**src/rtl/riscv_pkg.sv**
```systemverilog
// rtl/riscv_pkg.sv - shared core widths and write-back request type
// Purpose: common register-file widths and the {rd, data} write-back request.
// Contents: XLEN, REG_ADDR_W, wb_req_t.
package riscv_pkg;

  localparam int XLEN       = 32;
  localparam int REG_ADDR_W = 5;

  typedef struct packed {
    logic [REG_ADDR_W-1:0] rd;
    logic [XLEN-1:0]       data;
  } wb_req_t;

endpackage

```
**src/rtl/wb_fifo.sv**
```systemverilog
// rtl/wb_fifo.sv - long-latency write-back result queue
// Purpose: FIFO of wb_req_t entries with full/empty flags.
// Ports:
//   clk, reset_n       : clock, asynchronous active-low reset
//   push, push_req     : enqueue strobe and entry (ignored when full)
//   pop                : dequeue strobe (ignored when empty)
//   head               : oldest entry, valid while !empty
//   full, empty        : occupancy flags, from registered pointers only
module wb_fifo
  import riscv_pkg::*;
#(
  parameter int DEPTH = 2
) (
  input  logic    clk,
  input  logic    reset_n,
  input  logic    push,
  input  wb_req_t push_req,
  input  logic    pop,
  output wb_req_t head,
  output logic    full,
  output logic    empty
);

  localparam int AW = $clog2(DEPTH);

  // One extra pointer bit distinguishes full from empty when indices match.
  logic [AW:0] wr_ptr;
  logic [AW:0] rd_ptr;
  wb_req_t     mem [DEPTH];

  logic do_push;
  logic do_pop;

  assign empty   = (wr_ptr == rd_ptr);
  assign full    = (wr_ptr[AW] != rd_ptr[AW]) && (wr_ptr[AW-1:0] == rd_ptr[AW-1:0]);
  assign do_push = push && !full;
  assign do_pop  = pop && !empty;
  assign head    = mem[rd_ptr[AW-1:0]];

  always_ff @(posedge clk or negedge reset_n) begin
    if (!reset_n) begin
      wr_ptr <= '0;
      rd_ptr <= '0;
    end else begin
      if (do_push) wr_ptr <= wr_ptr + (AW+1)'(1);
      if (do_pop)  rd_ptr <= rd_ptr + (AW+1)'(1);
    end
  end

  // Storage needs no reset: entries are only read while the queue is non-empty.
  always_ff @(posedge clk) begin
    if (do_push) mem[wr_ptr[AW-1:0]] <= push_req;
  end

endmodule

```
**src/rtl/wb_arbiter.sv**
```systemverilog
// rtl/wb_arbiter.sv - register-file write-back arbiter and scoreboard
// Purpose: merges single-cycle ALU results and queued long-latency results onto
// the single register-file write port, tracks outstanding long-latency writes,
// and raises a decode stall on hazards against them.
// Ports:
//   clk, reset_n                      : clock, asynchronous active-low reset
//   alu_valid, alu_rd, alu_data       : ALU result (no backpressure but alu_hold)
//   lsu_valid, lsu_ready, lsu_rd/data : long-latency result handshake
//   issue_valid, issue_rd             : long-latency op issue, marks rd busy
//   dec_rs1, dec_rs2, dec_rd          : decode-stage register indices
//   hazard_stall                      : combinational decode stall
//   alu_hold                          : registered, one-cycle ALU freeze to drain queue
//   busy                              : scoreboard, bit 0 always 0
//   reg_write, rd_sel, wb_data        : registered register-file write port
module wb_arbiter
  import riscv_pkg::*;
#(
  parameter int LQ_DEPTH   = 2,
  parameter int STARVE_MAX = 4
) (
  input  logic                  clk,
  input  logic                  reset_n,
  input  logic                  alu_valid,
  input  logic [REG_ADDR_W-1:0] alu_rd,
  input  logic [XLEN-1:0]       alu_data,
  input  logic                  lsu_valid,
  output logic                  lsu_ready,
  input  logic [REG_ADDR_W-1:0] lsu_rd,
  input  logic [XLEN-1:0]       lsu_data,
  input  logic                  issue_valid,
  input  logic [REG_ADDR_W-1:0] issue_rd,
  input  logic [REG_ADDR_W-1:0] dec_rs1,
  input  logic [REG_ADDR_W-1:0] dec_rs2,
  input  logic [REG_ADDR_W-1:0] dec_rd,
  output logic                  hazard_stall,
  output logic                  alu_hold,
  output logic [31:0]           busy,
  output logic                  reg_write,
  output logic [REG_ADDR_W-1:0] rd_sel,
  output logic [XLEN-1:0]       wb_data
);

  localparam int CNT_W = $clog2(STARVE_MAX + 1);
  localparam logic [CNT_W-1:0] STARVE_TRIP = CNT_W'(STARVE_MAX - 1);

  logic            q_full;
  logic            q_empty;
  logic            q_push;
  logic            q_pop;
  wb_req_t         q_head;
  wb_req_t         push_req;
  logic            alu_win;
  logic            wb_from_q;
  logic [CNT_W-1:0] starve_cnt;
  logic [31:0]     busy_next;

  assign push_req.rd   = lsu_rd;
  assign push_req.data = lsu_data;

  // x0 results are accepted by the handshake but never reach the queue.
  assign lsu_ready = !q_full;
  assign q_push    = lsu_valid && !q_full && (lsu_rd != '0);

  // An ALU write offered during alu_hold is dropped so the queue head wins.
  assign alu_win = alu_valid && (alu_rd != '0) && !alu_hold;
  assign q_pop   = !q_empty && !alu_win;

  wb_fifo #(
    .DEPTH (LQ_DEPTH)
  ) u_fifo (
    .clk      (clk),
    .reset_n  (reset_n),
    .push     (q_push),
    .push_req (push_req),
    .pop      (q_pop),
    .head     (q_head),
    .full     (q_full),
    .empty    (q_empty)
  );

  always_ff @(posedge clk or negedge reset_n) begin
    if (!reset_n) begin
      reg_write <= 1'b0;
      wb_from_q <= 1'b0;
      rd_sel    <= '0;
      wb_data   <= '0;
    end else begin
      reg_write <= alu_win || q_pop;
      wb_from_q <= q_pop;
      if (alu_win) begin
        rd_sel  <= alu_rd;
        wb_data <= alu_data;
      end else if (q_pop) begin
        rd_sel  <= q_head.rd;
        wb_data <= q_head.data;
      end
    end
  end

  always_ff @(posedge clk or negedge reset_n) begin
    if (!reset_n) begin
      starve_cnt <= '0;
      alu_hold   <= 1'b0;
    end else begin
      alu_hold <= 1'b0;
      if (q_pop) begin
        starve_cnt <= '0;
      end else if (!q_empty && alu_win) begin
        if (starve_cnt == STARVE_TRIP) begin
          starve_cnt <= '0;
          alu_hold   <= 1'b1;
        end else begin
          starve_cnt <= starve_cnt + CNT_W'(1);
        end
      end
    end
  end

  // Clear follows the queued write's actual commit cycle; a same-edge issue
  // to the same register re-marks it, so set is applied last.
  always_comb begin
    busy_next = busy;
    if (wb_from_q) busy_next[rd_sel] = 1'b0;
    if (issue_valid) busy_next[issue_rd] = 1'b1;
    busy_next[0] = 1'b0;
  end

  always_ff @(posedge clk or negedge reset_n) begin
    if (!reset_n) busy <= '0;
    else          busy <= busy_next;
  end

  assign hazard_stall = busy[dec_rs1] | busy[dec_rs2] | busy[dec_rd];

endmodule

```
**config.mk**
```make
export PLATFORM = sky130hd
export DESIGN_NAME = wb_arbiter
export DESIGN_NICKNAME = d
export VERILOG_FILES = /design/src/rtl/riscv_pkg.sv /design/src/rtl/wb_fifo.sv /design/src/rtl/wb_arbiter.sv
export SDC_FILE = /design/constraint.sdc
export NUM_CORES = 1
export LEC_CHECK = 0
export ABC_AREA = 1
export CORE_MARGIN = 3
export CORE_UTILIZATION = 50
export CTS_CLUSTER_DIAMETER = 60
export DETAILED_ROUTE_END_ITERATION = 7
export HOLD_SLACK_MARGIN = 0.1
export PLACE_DENSITY = 0.81
export SYNTH_ARGS = -nofsm -noshare
export SYNTH_HDL_FRONTEND = slang
export SYNTH_SLANG_ARGS = --single-unit
```
**constraint.sdc**
```tcl
create_clock -name clk -period 4.2 [get_ports clk]
set_clock_uncertainty 0.1 [all_clocks]
set_input_delay 0.63 -clock clk [delete_from_list [all_inputs] [get_ports clk]]
set_output_delay 0.63 -clock clk [all_outputs]
set_load 0.02 [all_outputs]
```
# After elaboration in Yosys (flattened, before gate mapping)
# Memory sizes are Yosys's and may differ from the RTL's.
# Cells that the tools add are included.
# Widths: inputs -> output; s select.
[op_classes]
n_lt_le_gt_ge = 7
muxes = 24
reduce_logical = 20
bitwise_logic = 5
eq_ne = 4
add_sub_neg = 3
[ops]
columns = ["cell", "count"]
rows = [
  ["$mux 32", 4],
  ["$and 32x32->32", 1],
  ["$not 32->32", 1],
  ["$or 32x32->32", 1],
  ["$lt 5x6->1 const B", 5],
  ["$bmux 1 s5", 3],
  ["$logic_and 1x1->1", 11],
  ["$demux 1 s5", 2],
  ["$ge 5x1->1 const B", 2],
  ["$mux 1", 10],
  ["$mux 5", 2],
  ["$reduce_bool 5->1", 2],
  ["$mux 3", 3],
  ["$add 2x1->2 const B", 2],
  ["$logic_not 1->1", 4],
  ["$reduce_bool 2->1", 2],
  ["$add 3x1->3 const B", 1],
  ["$eq 3x2->1 const B", 1],
  ["$eq 2x2->1", 1],
  ["$or 1x1->1", 2],
  ["$eq 1x1->1", 1],
  ["$logic_or 1x1->1", 1],
  ["$ne 1x1->1", 1],
]
[totals]
ram_bits = 74
input_bits = 99
memories = 1
register_bits = 78
word_cells = 73
[memory_table]
columns = ["name", "depth", "width", "read_ports", "rd_clocked_by_memory_dff", "wr", "line", "text"]
rows = [
  ["u_fifo.mem", 2, 37, 1, 0, 1, "wb_fifo.sv:29", "wb_req_t mem [DEPTH];"],
]

# Longest topological paths before layout
# Gate-level depths: netlist (run 1).
[depth]
depth_word = 9
mapped_depth = 11
ltp_nobuf = 9

# Cells and area by module
# A second synthesis (run 1) with hierarchy kept.
[unflattened]
cells_unflattened = 830
hier_area_um2 = 7161.9
[modules_own_cells]
columns = ["mod", "seq_area_each_um2", "area_each_um2", "cells_per_inst", "instances"]
rows = [
  ["wb_arbiter", 1851.8, 4214.0, 596, 1],
  ["wb_fifo", 2322.2, 2947.8, 234, 1],
]

# Worst setup path after synthesis (run 1)
# Ideal clock, no wire load.
[synth_path]
path_kind = "reg-to-reg"
startpoint = "reg u_fifo.rd_ptr[0]"
endpoint = "mem u_fifo.mem[1][0] (netlist bit), enable pin"
stages_incl_launch_ff = 6
period_less_slack_ps = 3131
setup_slack_ps = 1069
required_ps = 3666
arrival_time_ps = 2597
path_cell_list = "dfrtp_1 -> buf_4 -> xnor2_2 -> nand2_1 -> nand3_2 -> nor2_1"
[synth_between]
elab_chain_cells = 8
[synth_lines]
columns = ["item", "line", "text"]
rows = [
  ["from (decl)", "wb_fifo.sv:28", "logic [AW:0] rd_ptr;"],
  ["from (signal assigned)", "wb_fifo.sv:46", "if (do_pop) rd_ptr <= rd_ptr + (AW+1)'(1);"],
  ["$eq 1x1->1 *", "wb_fifo.sv:35", "assign full = (wr_ptr[AW] != rd_ptr[AW]) && (wr_ptr[AW-1:0] == rd_ptr[AW-1:0]);"],
  ["$logic_and 1x1->1 *", "wb_fifo.sv:35", ""],
  ["$logic_not 1->1 *", "-", ""],
  ["net lsu_ready", "wb_arbiter.sv:27", "output logic lsu_ready,"],
  ["$logic_and 1x1->1 (2 in a row)", "wb_arbiter.sv:62", "assign q_push = lsu_valid && !q_full && (lsu_rd != '0);"],
  ["$logic_and 1x1->1 *", "wb_fifo.sv:36", "assign do_push = push && !full;"],
  ["$mux 1 *", "wb_fifo.sv:52", "if (do_push) mem[wr_ptr[AW-1:0]] <= push_req;"],
  ["$mux 1 (not written as such) *", "wb_fifo.sv:52", ""],
  ["to (decl)", "wb_fifo.sv:29", ""],
]
# The timed path passes the listed nets; every way through them passes the cells marked *.

# Worst setup path in the final report (run 1)
[layout_path]
startpoint = "in dec_rs2[0]"
endpoint = "out hazard_stall"
[layout_between]
elab_chain_cells = 4
[layout_lines]
columns = ["item", "line", "text"]
rows = [
  ["from (decl)", "wb_arbiter.sv:33", "input logic [REG_ADDR_W-1:0] dec_rs2,"],
  ["$bmux 1 s5", "wb_arbiter.sv:133", "assign hazard_stall = busy[dec_rs1] | busy[dec_rs2] | busy[dec_rd];"],
  ["$mux 1 (not written as such)", "wb_arbiter.sv:133", ""],
  ["$or 1x1->1 (2 in a row)", "wb_arbiter.sv:133", ""],
  ["to (decl)", "wb_arbiter.sv:35", "output logic hazard_stall,"],
]
# Every way passes these cells. The select of a mux whose other input is x is not followed.

==> results of run 1 <==
## cell usage after synthesis
library cell	n	area, µm²
buf_6	7	78.8
nand2_2	1	6.26
nand2_1	276	1040
nor3_1	2	10.0
buf_8	2	30.0
nand3b_1	1	7.51
o211ai_1	18	135
nor2_1	16	60.1
o21ai_0	64	320
xor2_1	4	35.0
buf_2	13	65.1
nand2b_4	1	13.8
buf_4	6	45.0
dfrtp_1	78	1950
nand2_8	1	20.0
nor2_8	1	20.0
a31oi_1	1	6.26
nor2_2	1	6.26
a211oi_2	1	12.5
conb_1	1	3.75
inv_1	47	176
clkbuf_1	2	7.51
o22ai_1	1	6.26
inv_6	1	8.76
inv_2	4	15.0
mux2i_1	14	140
buf_1	1	3.75
edfxtp_1	74	2220
ha_1	1	12.5
o211ai_2	2	25.0
xnor2_2	1	16.3
nand3_2	1	10.0
nand3_1	117	586
## how the worst max path moves through the flow
| stage | startpoint | endpoint | depth (start not counted) |
|---|---|---|---|
| after detailed placement | dec_rs2[0] | hazard_stall | 10 |
| after floorplan | u_fifo.rd_ptr[0]$_DFFE_PN0P_ | u_fifo.mem[1][0]$_DFFE_PP_ | 5 |
| after CTS | dec_rs2[0] | hazard_stall | 10 |
| after global placement | dec_rs2[0] | hazard_stall | 10 |
| final | dec_rs2[0] | hazard_stall | 10 |
| after global routing | dec_rs2[0] | hazard_stall | 10 |
## logic make-up after synthesis
kind of cell	synth area share (%)
and+or+nand+nor	25.0
adders and majority gates	0.176
muxes	1.98
AOI/OAI and AO/OA	7.13
buffers and inverters	6.07
other	0.0529
xor gates and xnor gates	0.723
DFF	58.8
## flip-flops by register name, indices dropped and copies added (netlist names)
name / flops
starve_cnt: 3
wb_data: 32
u_fifo.mem: 74
busy: 31
rd_sel: 5
u_fifo.rd_ptr: 2
alu_hold: 1
wb_from_q: 1
reg_write: 1
u_fifo.wr_ptr: 2
## area by class of cell
class,count,area [µm²],share of cell area [%]
tap,176,220,2.34
clock inverter,15,130,1.38
timing repair buffer,177,1750,18.6
multi-input combinational,526,2500,26.6
sequential,152,4180,44.4
clock buffer,17,425,4.52
inverter,52,200,2.13
## stage by stage
stage	instances	utilization, %
final	1115	69.4
after global routing	1115	69.4
after CTS	1115	69.4
after detailed placement	1083	65.3
after global placement	1083	65.3
after floorplan	761	-
## worst max-delay path, delay by kind of cell
family	cells	cell delay (ns)
buffers and inverters	3	1.66
and+or+nand+nor	7	0.58
## layout by cell type (no fill, tap or decap), types with 4 or more instances in the layout
master,instances
nand2_1,276
inv_6,9
o21ai_0,64
dfrtp_1,77
o211ai_1,18
edfxtp_1,74
buf_4,8
clkdlybuf4s50_1,169
inv_2,4
xor2_1,4
clkbuf_16,17
mux2i_1,14
nor2_1,14
inv_1,47
nand3_1,117
## power breakdown
group / leakage (nW) / switching, mW / internal, mW
clock network: 0.270 / 0.644 / 0.779
registers: 1.58 / 0.463 / 2.17
logic: 2.19 / 1.68 / 1.13
## layer usage
metal / vias up / wire length, µm / GRT usage [%]
met2: 313 / 9290 / 40.4
li1: 2887 / - / -
met5: - / 0 / 0
met3: 44 / 1760 / 7.38
met4: 0 / 489 / 8.99
met1: 2846 / 7510 / 30.4
==> impl_metrics.yaml, run 1 <==
clocking:
  cts-root-buf: "clkbuf_16"
  cts_max_level: 4
  cts_tree: "built"
  clkTransAtPathRegs_ns: 0.06
  cts_resized: 0
  cts_buffers: 17
  clockBufferDepth: 2
  clock_latency_ns: 0.41
  cts_hold_buf: 0
  cts_num_sinks: 152
  postCtsSetupRepairBufs: 0
run_status:
  status: "finished, final reports clean"
global_routing:
  antenna_found_initial: 0
  grt_max_degree: 45
  track_usage_pct: 24.4
  grt.overflow.total: 0
  grt_pass1_vias: 6024
  grt_pass1_wl_um: 30400
timing:
  whs_ns: 0.135
  max_slew_margin_pct: 39.3
  drv_slew: 0
  grt_setup_unrepaired: "no"
  period_needed_ns: 3.59
  finalCritPeriodShare_pct: 85.6
  tightest_slew_ns: 0.910
  setup_violations: 0
  hold_viol: 0
  setup_tns_ns: 0
  fmax_mhz: 278
  fin_ws_ns: 0.606
route:
  ant_nets: 0
  drt_first_pass_iters: 6
  vias: 6090
  wl_per_cell_um: 17.1
  wl_um: 19000
  first_iter_violations: 461
  post-route-drc-count: 0
  routed_via_density: 5.46
critical_path:
  cp.required_ns: 3.47
  critPathLaunchType: "input port"
  r2r_end: "u_fifo.mem[1][27]$_DFFE_PP_"
  crit_path_top_delay_cell: "clkdlybuf4s50_1"
  crit_fanout: 17
  cpMostUsedCell: "nand3_1"
  cp.arrival_ns: 2.86
  rr_startpoint: "u_fifo.wr_ptr[0]$_DFFE_PN0P_"
  slowest_delay_ns: 0.81
  path_class: "in2out"
  crit_path_cell_trace: "clkdlybuf4s50_1 -> inv_2 -> nand2_1 -> nand3_1 -> nand3_1 -> nand3_1 -> nand3_1 -> nand2_1 -> nand3_1 -> clkdlybuf4s50_1"
  reg2reg_slack_ns: 1.80
  r2r_cells: 5
  worstSetupEndpointType: "output pin"
layout:
  fillers: 1029
  fin_nets: 1026
  drive_gt1_share_pct: 6.18
  fin_area_um2: 9410
  n_antenna_cell: 0
  area_delta_synth_final_pct: 32.6
die:
  initial_core_util_pct: 52.3
  core_um2: 13600
  die_w_um: 125
  die-height_um: 125
  fp-row-count: 42
  io_pins: 172
  die-area_um2: 15700
logic_synthesis:
  ys_ff_latch: 152
  syn_area_um2: 7090
  yosys_warnings: 0
  syn_avg_cell_area_um2: 9.32
  synth_cells: 761
  ys_types: 33
  ys_seq_area_share_pct: 58.8
  syn_nets: 861
placed_design:
  post-place-ws_ns: 0.635
  numPortBuffers: 170
  gp_congestion: 0.904
  place_hpwl_um: 13100
  placed_cell_area_um2: 8850
pwr:
  p_leak_nw: 4.05
  powerDensity_nw_per_um2: 730
  peakVddDrop_mv: 0.456
  total_power_mw: 6.87
run:
  maxCapViolations: 0
min_path:
  hold_path.class: "in2async"
No activity file was read; power rests on OpenSTA's default activity.
==> inputs of run 2 (changes only) <==
Clock period 4.2 ns to 4.1 ns, I/O delays scaled along.
==> impl_metrics.yaml, run 2 (synthesized netlist as in run 1, its figures left out) <==
run_status:
  status: "finished, final reports clean"
clocking:
  cts_hold_buf: 0
  clkTransAtPathRegs_ns: 0.06
  cts_max_level: 4
  cts-root-buf: "clkbuf_16"
  cts_tree: "built"
  postCtsSetupRepairBufs: 0
  cts_buffers: 17
  cts_resized: 0
  clock_latency_ns: 0.41
  cts_num_sinks: 152
  clockBufferDepth: 2
timing:
  period_needed_ns: 3.42
  setup_tns_ns: 0
  drv_slew: 0
  fmax_mhz: 292
  tightest_slew_ns: 1.01
  hold_viol: 0
  finalCritPeriodShare_pct: 83.5
  max_slew_margin_pct: 32.6
  grt_setup_unrepaired: "no"
  setup_violations: 0
  whs_ns: 0.264
die:
  core_um2: 13600
  fp-row-count: 42
  die_w_um: 125
  io_pins: 172
  die-area_um2: 15700
  initial_core_util_pct: 52.3
  die-height_um: 125
layout:
  mostFrequentLayoutCell: "nand2_1"
  drive_gt1_share_pct: 5.96
  largest_reg_flops: 74
  post-route-util_pct: 69.8
  layout_common_cells: "276 x nand2_1, 169 x clkdlybuf4s50_1, 117 x nand3_1"
  fin_nets: 1026
  n_antenna_cell: 0
  area_delta_synth_final_pct: 33.4
route:
  drt-met1-wl_um: 7230
  wl_um: 18500
  drt_first_pass_iters: 5
  routed_via_density: 5.43
  ant_nets: 0
  wl_met2_um: 9080
  top_layer: "met4"
  met3_wirelength_um: 1750
  wl_per_cell_um: 16.6
  post-route-drc-count: 0
  vias: 6056
  first_iter_violations: 552
run:
  maxCapViolations: 0
pwr:
  total_power_mw: 7.10
  p_leak_nw: 4.07
  powerDensity_nw_per_um2: 751
  peakVddDrop_mv: 0.399
global_routing:
  antenna_found_initial: 0
  grt.overflow.total: 0
  grt_pass1_wl_um: 29500
  grt_pass1_vias: 5821
  grt_max_degree: 79
  track_usage_pct: 23.6
critical_path:
  r2r_end: "u_fifo.mem[1][18]$_DFFE_PP_"
  critPathLaunchType: "input port"
  path_class: "in2out"
  reg2reg_slack_ns: 1.97
  cpMostUsedCell: "nand3_1"
  crit_path_top_delay_cell: "clkdlybuf4s50_1"
  slowest_delay_ns: 0.61
  cp.arrival_ns: 2.71
  rr_startpoint: "u_fifo.wr_ptr[0]$_DFFE_PN0P_"
  crit_fanout: 15
  cp-startpoint: "dec_rd[0]"
  crit_path_cell_trace: "clkdlybuf4s50_1 -> buf_4 -> nor2_1 -> nor2_1 -> o21ai_0 -> nand3_1 -> nand3_1 -> nand3_1 -> nand2_1 -> nand3_1 -> clkdlybuf4s50_1"
  cp.required_ns: 3.38
  worstSetupEndpointType: "output pin"
  r2r_cells: 5
min_path:
  hold_path.class: "in2async"
placed_design:
  numPortBuffers: 170
  gp_congestion: 0.946
  place_hpwl_um: 12900
[run 2: final cells by class]
cell class	instances	area, µm²
clock buffers	18	439
clock inverters	14	174
fillers	1022	4090
inverters	52	200
multi-input cells	526	2500
flip-flops and latches	152	4180
well taps	176	220
repair buffers	177	1750
[run 2: metal layers]
layer / global-route usage (%) / vias to the layer above
met5: 0 / -
met4: 8.10 / 0
met3: 7.33 / 38
met2: 39.0 / 315
met1: 29.6 / 2818
li1: - / 2885
[run 2: critical path, delay by kind of cell]
kind / cells / cell delay (ns)
AND/OR/NAND/NOR: 7 / 0.57
AO/OA/AOI/OAI: 1 / 0.08
buffers and inverters: 3 / 1.44
[run 2: worst max-delay path by stage]
stage	to	slack (ns)	cells past startpoint
2_1_floorplan	u_fifo.mem[1][0]$_DFFE_PP_	0.97	5
3_3_place_gp	hazard_stall	0.71	11
3_5_place_dp	hazard_stall	0.71	11
4_1_cts	hazard_stall	0.70	11
5_1_grt	hazard_stall	0.52	10
6_report	hazard_stall	0.68	11
[run 2: report_power, final]
part	internal [mW]	switching, mW
sequential	2.23	0.433
clock	0.976	0.609
combinational	1.15	1.70
total	4.36	2.74
[run 2: metrics by stage]
step	instance area [µm²]	worst slack, ns	instances
final	9460	0.678	1115
after CTS	9460	0.697	1115
after detailed placement	8850	0.706	1083
after global placement	8850	0.712	1083
after floorplan	7090	0.969	761
after global routing	9460	0.519	1115
